`src/rtl/button_debouncer_pkg.sv`:
```
// Shared constants for the button/switch conditioning front end.
package button_debouncer_pkg;
  localparam int unsigned DEFAULT_DEBOUNCE_CYCLES = 500000;
  localparam int unsigned NUM_BTN = 5;
  localparam int unsigned NUM_SW  = 4;

  localparam int unsigned BTN_EAST   = 0;
  localparam int unsigned BTN_WEST   = 1;
  localparam int unsigned BTN_NORTH  = 2;
  localparam int unsigned BTN_SOUTH  = 3;
  localparam int unsigned BTN_CHANGE = 4;
endpackage

```
`src/rtl/button_debouncer_if.sv`:
```
// Raw board inputs and conditioned outputs of the debouncer.
interface button_debouncer_if;
  import button_debouncer_pkg::*;

  logic East, West, North, South, change_button;
  logic SW0, SW1, SW2, SW3;
  logic [NUM_BTN-1:0] btn_level;
  logic [NUM_BTN-1:0] btn_pulse;
  logic [NUM_SW-1:0]  sw_level;

  modport master (
    output East, West, North, South, change_button, SW0, SW1, SW2, SW3,
    input  btn_level, btn_pulse, sw_level
  );
  modport slave (
    input  East, West, North, South, change_button, SW0, SW1, SW2, SW3,
    output btn_level, btn_pulse, sw_level
  );
endinterface

```
`src/rtl/button_debouncer_channel.sv`:
```
// One channel: 2-flop synchroniser, stability counter, debounced level and
// optional rising-edge pulse.
module debounce_channel #(
  parameter int unsigned DEBOUNCE_CYCLES = 500000,
  parameter int unsigned CNT_W           = 19,
  parameter bit          HAS_PULSE       = 1'b1
) (
  input  logic clk,
  input  logic reset,
  input  logic raw_i,
  output logic level_o,
  output logic pulse_o
);
  localparam logic [CNT_W-1:0] CNT_LAST = CNT_W'(DEBOUNCE_CYCLES - 1);

  logic             s1_q, s2_q;
  logic             stable_q, stable_d;
  logic             pulse_q, pulse_d;
  logic [CNT_W-1:0] cnt_q, cnt_d;

  // Any sample matching the stable level discards the partial count.
  always_comb begin
    stable_d = stable_q;
    cnt_d    = '0;
    if (s2_q != stable_q) begin
      if (cnt_q == CNT_LAST) stable_d = s2_q;
      else                   cnt_d    = cnt_q + CNT_W'(1);
    end
    pulse_d = HAS_PULSE && !stable_q && stable_d;
  end

  always_ff @(posedge clk) begin
    if (reset) begin
      s1_q     <= 1'b0;
      s2_q     <= 1'b0;
      stable_q <= 1'b0;
      pulse_q  <= 1'b0;
      cnt_q    <= '0;
    end else begin
      s1_q     <= raw_i;
      s2_q     <= s1_q;
      stable_q <= stable_d;
      pulse_q  <= pulse_d;
      cnt_q    <= cnt_d;
    end
  end

  assign level_o = stable_q;
  assign pulse_o = pulse_q;
endmodule

```
`src/rtl/button_debouncer.sv`:
```
// Synchronises and debounces the board buttons and switches; buttons also
// get a one-cycle pulse per debounced press.
module button_debouncer
  import button_debouncer_pkg::*;
#(
  parameter int unsigned DEBOUNCE_CYCLES = DEFAULT_DEBOUNCE_CYCLES,
  parameter int unsigned CNT_W           = 19
) (
  input logic               clk,
  input logic               reset,
  button_debouncer_if.slave bus
);
  logic [NUM_BTN-1:0] raw_btn;
  logic [NUM_SW-1:0]  raw_sw;
  logic [NUM_SW-1:0]  sw_pulse_unused;

  assign raw_btn[BTN_EAST]   = bus.East;
  assign raw_btn[BTN_WEST]   = bus.West;
  assign raw_btn[BTN_NORTH]  = bus.North;
  assign raw_btn[BTN_SOUTH]  = bus.South;
  assign raw_btn[BTN_CHANGE] = bus.change_button;
  assign raw_sw = {bus.SW3, bus.SW2, bus.SW1, bus.SW0};

  for (genvar i = 0; i < NUM_BTN; i++) begin : g_btn
    debounce_channel #(
      .DEBOUNCE_CYCLES(DEBOUNCE_CYCLES), .CNT_W(CNT_W), .HAS_PULSE(1'b1)
    ) u_ch (
      .clk(clk), .reset(reset), .raw_i(raw_btn[i]),
      .level_o(bus.btn_level[i]), .pulse_o(bus.btn_pulse[i])
    );
  end

  for (genvar i = 0; i < NUM_SW; i++) begin : g_sw
    debounce_channel #(
      .DEBOUNCE_CYCLES(DEBOUNCE_CYCLES), .CNT_W(CNT_W), .HAS_PULSE(1'b0)
    ) u_ch (
      .clk(clk), .reset(reset), .raw_i(raw_sw[i]),
      .level_o(bus.sw_level[i]), .pulse_o(sw_pulse_unused[i])
    );
  end
endmodule

```
`src/flat_wrapper.sv`:
```
// flat-port wrapper written by rule: the top's interface ports become plain ports
module button_debouncer_flat import button_debouncer_pkg::*;
#(
  parameter int unsigned DEBOUNCE_CYCLES = DEFAULT_DEBOUNCE_CYCLES,
  parameter int unsigned CNT_W           = 19
)
  (clk, reset, bus_East, bus_West, bus_North, bus_South, bus_change_button, bus_SW0, bus_SW1, bus_SW2, bus_SW3, bus_btn_level, bus_btn_pulse, bus_sw_level);
  button_debouncer_if bus_i ();
  input logic clk;
  input logic reset;
  input wire logic [$bits(bus_i.East)-1:0] bus_East;
  input wire logic [$bits(bus_i.West)-1:0] bus_West;
  input wire logic [$bits(bus_i.North)-1:0] bus_North;
  input wire logic [$bits(bus_i.South)-1:0] bus_South;
  input wire logic [$bits(bus_i.change_button)-1:0] bus_change_button;
  input wire logic [$bits(bus_i.SW0)-1:0] bus_SW0;
  input wire logic [$bits(bus_i.SW1)-1:0] bus_SW1;
  input wire logic [$bits(bus_i.SW2)-1:0] bus_SW2;
  input wire logic [$bits(bus_i.SW3)-1:0] bus_SW3;
  output wire logic [$bits(bus_i.btn_level)-1:0] bus_btn_level;
  output wire logic [$bits(bus_i.btn_pulse)-1:0] bus_btn_pulse;
  output wire logic [$bits(bus_i.sw_level)-1:0] bus_sw_level;
  assign bus_i.East = bus_East;
  assign bus_i.West = bus_West;
  assign bus_i.North = bus_North;
  assign bus_i.South = bus_South;
  assign bus_i.change_button = bus_change_button;
  assign bus_i.SW0 = bus_SW0;
  assign bus_i.SW1 = bus_SW1;
  assign bus_i.SW2 = bus_SW2;
  assign bus_i.SW3 = bus_SW3;
  assign bus_btn_level = bus_i.btn_level;
  assign bus_btn_pulse = bus_i.btn_pulse;
  assign bus_sw_level = bus_i.sw_level;
  button_debouncer #(.DEBOUNCE_CYCLES(DEBOUNCE_CYCLES), .CNT_W(CNT_W)) u_core (.clk(clk), .reset(reset), .bus(bus_i));
endmodule
```
`config.mk`:
```
export PLATFORM = sky130hd
export DESIGN_NAME = button_debouncer_flat
export DESIGN_NICKNAME = d
export VERILOG_FILES = /design/src/rtl/button_debouncer_pkg.sv /design/src/rtl/button_debouncer_if.sv /design/src/rtl/button_debouncer_channel.sv /design/src/rtl/button_debouncer.sv /design/src/flat_wrapper.sv
export SDC_FILE = /design/constraint.sdc
export NUM_CORES = 1
export LEC_CHECK = 0
export BUFFER_PORTS_ARGS = -buffer_cell sky130_fd_sc_hd__buf_2
export CORE_MARGIN = 2
export CORE_UTILIZATION = 45
export CTS_BUF_LIST = sky130_fd_sc_hd__clkbuf_4 sky130_fd_sc_hd__clkbuf_8
export DETAILED_ROUTE_END_ITERATION = 7
export SYNTH_ARGS = -nofsm -noshare
export SYNTH_HDL_FRONTEND = slang
export SYNTH_SLANG_ARGS = --single-unit
```
`constraint.sdc`:
```
create_clock -name clk -period 2.25 [get_ports clk]
set_input_delay 0.225 -clock clk [delete_from_list [all_inputs] [get_ports clk]]
set_output_delay 0.225 -clock clk [all_outputs]
set_load 0.1 [all_outputs]
```
Word-level counts from Yosys, hierarchy flattened
Cells that the tools add are included.
{"block": "totals", "latchBits": 0, "inputBits": 11, "n_memories": 0, "elab_cells": 110, "ff_bits": 203, "rom_bits": 0, "ramBits": 0, "output_inout_bits": 14}
{"block": "classes", "div_mod_pow": 0, "n_eq_ne": 18, "add_sub_neg": 9, "mul": 0, "n_shift": 0, "n_bitwise": 9, "reduce_logical": 23, "magnitude_cmp": 0, "muxes": 10}
{"cell": "$add 19x1->19 const B", "count": 9}
{"cell": "$eq 19x19->1 const B", "count": 9}
{"cell": "$reduce_or 3->1", "count": 9}
{"cell": "$mux 1", "count": 10}
{"cell": "$ne 1x1->1", "count": 9}
{"cell": "$not 1->1", "count": 9}
{"cell": "$reduce_and 2->1", "count": 4}
{"cell": "$logic_and 1x1->1", "count": 5}
{"cell": "$logic_not 1->1", "count": 5}

Longest topological paths before layout
Gate-level depths: netlist (run 1).
{"block": "logic_depth", "depth_word": 4, "mapped_depth": 8, "mapped_depth_nobuf": 5}

Hierarchy
A second synthesis (run 1) with hierarchy kept.
{"block": "unflattened", "cells_unflattened": 998, "hier_area_um2": 9001.1}
{"mod": "debounce_channel at u_core.g_btn[0].u_ch ...", "seq_area_each_um2": 460.4, "cells_per_inst": 111, "area_per_inst_um2": 1003.5, "n_inst": 5}
{"mod": "debounce_channel at u_core.g_sw[1].u_ch ...", "seq_area_each_um2": 440.4, "cells_per_inst": 111, "area_per_inst_um2": 996.0, "n_inst": 3}
{"mod": "debounce_channel at u_core.g_sw[0].u_ch", "seq_area_each_um2": 440.4, "cells_per_inst": 110, "area_per_inst_um2": 996.0, "n_inst": 1}

Worst setup path after synthesis (run 1)
OpenSTA, ideal clock, no wires.
{"block": "synth_path", "path_kind": "flip-flop to flip-flop", "start": "reg u_core.g_sw[1].u_ch.cnt_q[0]", "end": "reg u_core.g_sw[1].u_ch.cnt_q[10]", "arrival_ns": 1.863, "setup_ns": 0.117, "path_slack_ns": 0.270, "path_stages_with_launch": 8, "required_ns": 2.133, "n_path_buf": 2, "period_less_slack_ns": 1.980, "cell_sequence": "dfxtp_1 ha_1 and4_1 clkbuf_1 nand4_1 o31ai_2 buf_2 nor2_1"}
{"block": "synth_between", "elab_chain_len": 2, "elab_cells_between_ends": 3, "cone_classes": "add/sub (1); eq/ne (1); reduce/logical (1)"}
{"element": "from (decl)", "line_no": "button_debouncer_channel.sv:19", "text": "logic [CNT_W-1:0] cnt_q, cnt_d;"}
{"element": "from (signal assigned)", "line_no": "button_debouncer_channel.sv:44", "text": "cnt_q <= cnt_d;"}
{"element": "parallel branches: the longest is 2 deep, another holds $add 19x1->19"}
Parallel ways; which one is timed is not known.
A chain may end at the register's enable or synchronous reset.

Final worst setup path (run 1)
{"block": "layout_path", "start": "reg u_core.g_btn[4].u_ch.cnt_q[10]", "end": "reg u_core.g_btn[4].u_ch.cnt_q[7]"}
{"block": "layout_between", "elab_chain_len": 2}
{"element": "from (decl)", "line_no": "button_debouncer_channel.sv:19"}
{"element": "from (signal assigned)", "line_no": "button_debouncer_channel.sv:44"}
{"element": "$eq 19x19->1", "line_no": "button_debouncer_channel.sv:26", "text": "if (cnt_q == CNT_LAST) stable_d = s2_q;"}
{"element": "$reduce_or 3->1 (no line)"}
No other way between the ends.

==> results.txt, run 1 <==
The area of combinational cells with multiple inputs is between 4000 and 5000 sq um. The overall die height is 145 um. The number of unique standard cell types used by synthesis came out at 48.

The post-synthesis sequential element count is 203. The number of nets handed over by synthesis was about 1000. Compared with the post-synthesis result, the final layout area differs by 15.7%.

The worst setup path is captured at a flip-flop. The minimum period implied by the final worst setup slack is slightly above 2 ns. The diode insertion count for antenna repair came out at 0. After global routing the overflow that remains totals 0.

Setup repair after global routing left no endpoint under its margin. The DRC violation total after the first TritonRoute iteration is 366. The starting density of the core is 46.1%. The initial antenna violation count came out at 0. The final number of setup-violating endpoints is 0. The detail-routed via count per cell is 5.20. The site row count came out at 51.

The run finished with clean final reports. After routing, the total negative slack on setup checks comes to 0 ns. The via count of the first global-routing pass was 6630. The remaining max-slew budget at the tightest pin came out at 62.6%. For the worst setup path, the data required time is around 2.6 ns. The global router's overall resource usage is 16.4%. The final route contains a little over 7000 vias. Counting instances in the post-synthesis netlist gives the leading cell types as dfxtp_1 (203), nor2_1 (147), xnor2_1 (69). The peak fanout along the critical path is 13.

STA classifies the critical path startpoint as a flip-flop. After the last flow step, the layout net total stands at around 1100. STA puts the critical path data arrival time at 2.43 ns. The final routed wire length divided by cell count came out at 12.5 um. The clock reaches the later pin of the worst-skew pair after 0.51 ns. The total leakage power came out at ~0.0033 uW. The post-detailed-route DRC marker count came out at 0. In this run, CTS created clock tree buffers numbering 37. Of all cell types, the one taking the most synthesized area is dfxtp_1. The tightest hold margin is ~0.093 ns. The count of max-cap constraint violations is 0. The peak supply drop came out at 0.411 mV.

The top-level port count came out at 25. The clock tree root buffer cell is clkbuf_8. Counting flops with a built-in enable in the synthesized netlist gives 0. The cell with the most instances after synthesis is dfxtp_1. By area the synthesized netlist is led by dfxtp_1 (45%), xnor2_1 (6.7%), nor2_1 (6.1%). The count of input and output buffers came out at 24.

The final hold violation count is 0. The HPWL after detailed placement came out at 11.6 mm. The number of search-and-repair iterations in the first detailed-routing pass is 5. The type of the tightest min-delay check is primary input to flip-flop. The clock skew after layout is 0.0128 ns.

The final antenna-violating net count came out at 0. Gates resized during post-CTS repair numbered 0. For the pin with the worst max-slew slack, the measured transition is 0.553 ns. The x dimension of the die came out at about 150 um.

The max-slew violation count came out at 0. The cell area after synthesis is 9010 sq um. CTS built an H-tree with a depth of 2. The fraction of registers with async set/reset came out at 0%. The most used flip-flop cell after synthesis is dfxtp_1.

The final clock period utilization by the worst path came out at 90.6%. The global-route wire length before repair came out at about 30 mm. The total area inside the core boundary comes to 19500 sq um. Averaged over all synthesized cells, the footprint is 8.82 sq um. TritonCTS built the clock tree. In the synthesized netlist, the number of instances is 1021. The number of hold buffers added after cts is 9.

At the end of routability-driven placement, the weighted congestion stood at 0.797. The die covers between 20000 and 25000 sq um. The sequential element share of the synthesized area came out at 45.1%. The routed wire length came out at between 15 and 20 mm. The clock-pin slew reported for the worst setup and hold paths after clock tree synthesis is 0.06 ns. The maximum clock path buffer count is 3. The areal power density over the cells is just over 700 nW/um^2. In this run the post-CTS setup repair buffer count came out at 0. The share of the synthesized area in the top cell type is 45.1%.

The maximum number of pins on one net before global-route repair is 20. The number of warnings issued by yosys is 0. The clock drives between 200 and 250 sinks. Of the cells placed in the final design, the portion with a size suffix greater than 1 is 13.1%. Summing all flip-flop and latch instances after layout gives 4060 sq um.

The maximum clock frequency came out at slightly below 0.5 GHz. The worst setup path is of the flip-flop to flip-flop kind. The fill cell total of the finished layout is 1894.
[power breakdown]
part | internal (uW) | switching [uW] | leakage, uW
logic | 51.1 | 54.5 | 0.00124
registers | 3620 | 12.1 | 0.00164
clock network | 2220 | 1490 | 0.000426
[metal layers]
metal / GRT usage [%] / vias up / share of wire (%)
li1: - / 3739 / -
met1: 22.4 / 3313 / 51
met2: 25.8 / 82 / 44
met3: 3.29 / 33 / 3.6
met4: 5.64 / 0 / 2.2
met5: 0 / - / 0
[stage by stage]
stage	area [sq um]	worst slack (ns)	total power, uW	util [%]	std cells
finish	10400	0.212	7450	53.4	1377
global route	10400	0.113	7760	53.4	1377
CTS	10400	0.209	7580	53.4	1377
detailed placement	9530	0.224	3800	48.8	1304
global placement	9530	0.267	3800	48.8	1304
floorplan	9010	0.270	3760	-	1021
[path summary, 6_finish.rpt]
check	startpoint	endpoint	cells past startpoint	slack (ns)
worst max register to register	u_core.g_btn[4].u_ch.cnt_q[10]	u_core.g_btn[4].u_ch.cnt_q[7]	5	0.21
worst min register to register	u_core.g_sw[0].u_ch.s1_q	u_core.g_sw[0].u_ch.s2_q	1	0.43
worst max-delay path	u_core.g_btn[4].u_ch.cnt_q[10]	u_core.g_btn[4].u_ch.cnt_q[7]	5	0.21
worst min-delay path	reset	u_core.g_sw[0].u_ch.s1_q	2	0.09
[layout by cell type (no fill, tap or decap), types with 3 or more instances in the layout]
cell type	count
clkinv_2	7
and3_1	17
nor2b_1	20
inv_1	26
buf_4	34
ha_1	9
nand2b_1	7
nor2_1	147
dlygate4sd3_1	9
nor3_1	19
and4_1	19
clkbuf_4	7
or2_2	6
xnor2_1	69
dfxtp_1	203
nor4_1	26
a21oi_1	51
or4_4	4
nand2_1	53
o31ai_1	16
and2_1	5
or4_1	21
xor2_1	50
buf_12	3
nand4b_1	4
nand4_1	46
o21ai_4	3
or3_1	30
nand3_1	58
clkbuf_8	47
or4b_1	8
or3b_2	3
buf_2	24
nor4b_1	6
o21ai_0	33
[cells by family after synthesis]
family / share of synthesized area, %
fa+ha+maj: 1.25
xor+xnor: 11.6
simple gates: 30.8
flops: 45.1
mux: 0.111
compound gates: 7.36
buf+inv: 3.81
[sequential cells by signal, summed over array words and instances, names as in the netlist]
signal                     count
u_core.g_sw.u_ch.s2_q          4
u_core.g_btn.u_ch.s2_q         5
u_core.g_btn.u_ch.cnt_q       95
u_core.g_btn.u_ch.level_o      5
u_core.g_sw.u_ch.s1_q          4
u_core.g_btn.u_ch.s1_q         5
u_core.g_sw.u_ch.level_o       4
u_core.g_btn.u_ch.pulse_o      5
u_core.g_sw.u_ch.cnt_q        76
[critical path, cell delays in order (launching register included)]
cell and delay, ns:
dfxtp_1 0.35, or4b_1 0.56, or4_4 0.55, o21ai_4 0.24
buf_12 0.17, nor2_1 0.05
[cell type report]
| class | count | area share [%] |
|---|---|---|
| flip-flops and latches | 203 | 39.0 |
| clock buffers | 54 | 6.71 |
| clock inverters | 10 | 0.984 |
| repair buffers | 70 | 5.04 |
| multi-input cells | 749 | 44.2 |
| inverters | 26 | 0.936 |
| well taps | 265 | 3.18 |
No activity file was read; power rests on OpenSTA's default activity.
==> run 2, diff against run 1 <==
CORE_MARGIN = not set   (was 2)
CORE_UTILIZATION = 40   (was 45)
TNS_END_PERCENT = 30   (was not set)
==> run 2 against run 1 <==
Net effect:
- the flow now finishes with violations (design-rule violations)
- register-to-register slack worse by 0.03 ns
- non-clock buffer count is 7 lower
- critical path depth is 1 lower
- first-iteration DRC count is 27% lower
- critical path type unchanged
==> results.txt, run 2 (synthesis results as in run 1) <==
The flip-flop and latch area is roughly 4100 sq um. The number of placed instances, taps included, is about 1300. 0 antenna diodes ended up in the layout.

The critical path is of the flip-flop to flip-flop type. The max-slew violation count was 0. For the worst-skew pair, the clock arrives at the later sink with an insertion delay of 0.52 ns.

Measured along the x axis, the die boundary spans 152 um. The final number of setup-violating endpoints is 0. The commonest non-fill, non-tap cell in the layout is dfxtp_1. CTS built an H-tree with a depth of 2.

The count of buffering cells on the critical path with inverters included came out at 0. The area of combinational cells with multiple inputs came out at 4600 sq um. The via count of the first global-routing pass came to 6677. The beginning of the worst hold path is reset. After the last flow step, the layout net total stands at 1100. The peak supply drop came out at 0.820 mV. The logic depth of the worst register-to-register path came out at 4. Compared with the post-synthesis result, the final layout area differs by 16.0%. The kind of start point of the critical path is a flip-flop.

The final clock period utilization by the worst path came out at between 90% and 100%. The run finished, with violations left. The detail-routed via count per cell is 5.11. In this run the tightest slew margin relative to its limit is 66.2%. The routed wire length came out at 17.0 mm. The global placement routability congestion came out at about 0.8.

In the final layout, the registers with the most flip-flops are u_core.g_btn.u_ch.cnt_q x95, u_core.g_sw.u_ch.cnt_q x76. Entering global routing, the biggest net connects 21 pins. The slew at the pin closest to its max-slew limit came out at 0.510 ns.

The site row count came out at 54. The largest individual stage delay along the critical path comes from the cell or4b_1. The count of input and output buffers is 24. In the layout the commonest cells are dfxtp_1 (203), nor2_1 (147), xnor2_1 (69), nand3_1 (58), nand2_1 (53).

In this run the static leakage power is 0.00329 uW. The worst hold path belongs to the class primary input to flip-flop. The tool flagged a number of max-cap violations equal to 0. The maximum clock frequency came out at 0.483 GHz.

In this design, the stage delay of the slowest critical-path cell is 0.57 ns. The HPWL after detailed placement came out at about 11 mm. The largest register by flop count is u_core.g_btn.u_ch.cnt_q.

The peak fanout along the critical path came out at 17. The worst setup path is captured at a flip-flop. The flip-flop count of the largest register, all copies and words added came out at 95.

The required arrival time at the worst endpoint is 2.63 ns. 25 I/O pins were placed. Data on the critical path arrives at its endpoint at 2.45 ns. The area of the die came out at 23100 sq um. The final routed wire length divided by cell count is about 12 um.

The initial antenna violation count came out at 0. The global-route wire length before repair is 30.2 mm. The global router's overall resource usage is 15.2%. The critical register-to-register path startpoint is u_core.g_btn[3].u_ch.cnt_q[10]. The total clock buffers created by CTS is 37.

TritonCTS built the clock tree. The areal power density over the cells is 741 nW/um^2. The final reports fail on design-rule violations. Setup repair after global routing left no endpoint under its margin. The core footprint is ~22000 sq um. In this run the critical register-to-register path is captured at u_core.g_btn[3].u_ch.cnt_q[14]. The post-detailed-route DRC marker count is 1. The signal on the critical path passes through or4b_1, or4_4, o21bai_4, nor2_1. The cell sitting at the root of the clock tree is a clkbuf_8. The routed layout has 7076 vias. The overall die height is between 150 and 200 um.

The final antenna-violating net count is 0. The leftover overflow at the end of global routing is 0. The cell depth of the worst hold path came out at 2.

The clock skew after layout came out at 0.0147 ns. The clock sink count came out at just over 200. The register-to-register path setup slack came out at about 0.18 ns. The minimum period implied by the final worst setup slack is 2.07 ns. The fill cell total of the finished layout is 2123. Once the floorplan was initialized, standard cells occupied 41.0% of the core. For hold timing, the worst endpoint is u_core.g_btn[2].u_ch.s1_q. The number of search-and-repair iterations in the first detailed-routing pass came out at 6. The final cell count without fillers is between 1000 and 1500.

The summed negative setup slack over all endpoints is 0 ns. The maximum clock path buffer count came out at 3. The detailed router finished its first iteration with 266 violations. In the final layout, the share of cells above drive strength 1 is ~13%. The final hold violation count came out at 0. The number of buffers inserted by post-CTS setup repair is 0. The clock-pin slew reported for the worst setup and hold paths after clock tree synthesis is around 0.060 ns.

The kind of cell with the highest combined delay along the critical path is simple AND/OR/NAND/NOR gates.
## run 2: cell count changes in the layout (fill, tap and decap cells not counted)
cell / previous run / this run
bufinv_16: 2 / 4
buf_12: 3 / 2
buf_4: 34 / 28
clkbuf_8: 47 / 50
clkbuf_4: 7 / 6
clkinv_2: 7 / 3
## run 2: cell type report
type	instances	share of cell area, %
multi-input cells	749	44.0
flip-flops and latches	203	38.9
well taps	280	3.35
clock buffers	56	7.02
repair buffers	63	4.41
clock inverters	8	1.36
inverters	26	0.934
## run 2: stage by stage
stage	total power, uW	setup slack, ns	cell area, sq um	utilization (%)	hold WS, ns
2_1_floorplan	3760	0.270	9010	-	0.353
3_3_place_gp	3800	0.207	9480	43.2	0.417
3_5_place_dp	3800	0.195	9480	43.2	0.429
4_1_cts	7890	0.187	10500	47.6	0.0878
5_1_grt	8070	0.0536	10500	47.6	0.115
6_report	7740	0.180	10500	47.6	0.116
## run 2: what timing repair did
action,CTS,global route
hold endpoints to repair,9,0
resized for setup,0,0
hold buffers,9,0
## run 2: routing by layer
metal	routed length, um	GRT usage [%]
met3	609	3.28
met5	0	0
met1	8470	20.1
met2	7490	24.1
met4	412	5.98
## run 2: power by group
part	internal, uW	total, uW	switching (uW)
clock network	2530	4010	1480
logic	48.8	103	54.0
registers	3620	3630	12.0
total	6200	7740	1540
## run 2: worst max path at each step
stage                                          end                           start  depth (start not counted)  slack [ns]
detailed placement   u_core.g_btn[3].u_ch.cnt_q[7]  u_core.g_btn[3].u_ch.cnt_q[10]                          4        0.19
global placement     u_core.g_btn[3].u_ch.cnt_q[5]  u_core.g_btn[3].u_ch.cnt_q[10]                          4        0.21
finish              u_core.g_btn[3].u_ch.cnt_q[14]  u_core.g_btn[3].u_ch.cnt_q[10]                          4        0.18
CTS                  u_core.g_btn[3].u_ch.cnt_q[5]  u_core.g_btn[3].u_ch.cnt_q[10]                          4        0.19
global route        u_core.g_btn[3].u_ch.cnt_q[15]  u_core.g_btn[3].u_ch.cnt_q[10]                          4        0.05
floorplan            u_core.g_sw[1].u_ch.cnt_q[10]    u_core.g_sw[1].u_ch.cnt_q[0]                          7        0.27
## run 2: worst register-to-register path, cell delays in order, from the launching register on
cell and delay (ns):
dfxtp_1 0.34, or4b_1 0.57, or4_4 0.55, o21bai_4 0.39
nor2_1 0.09
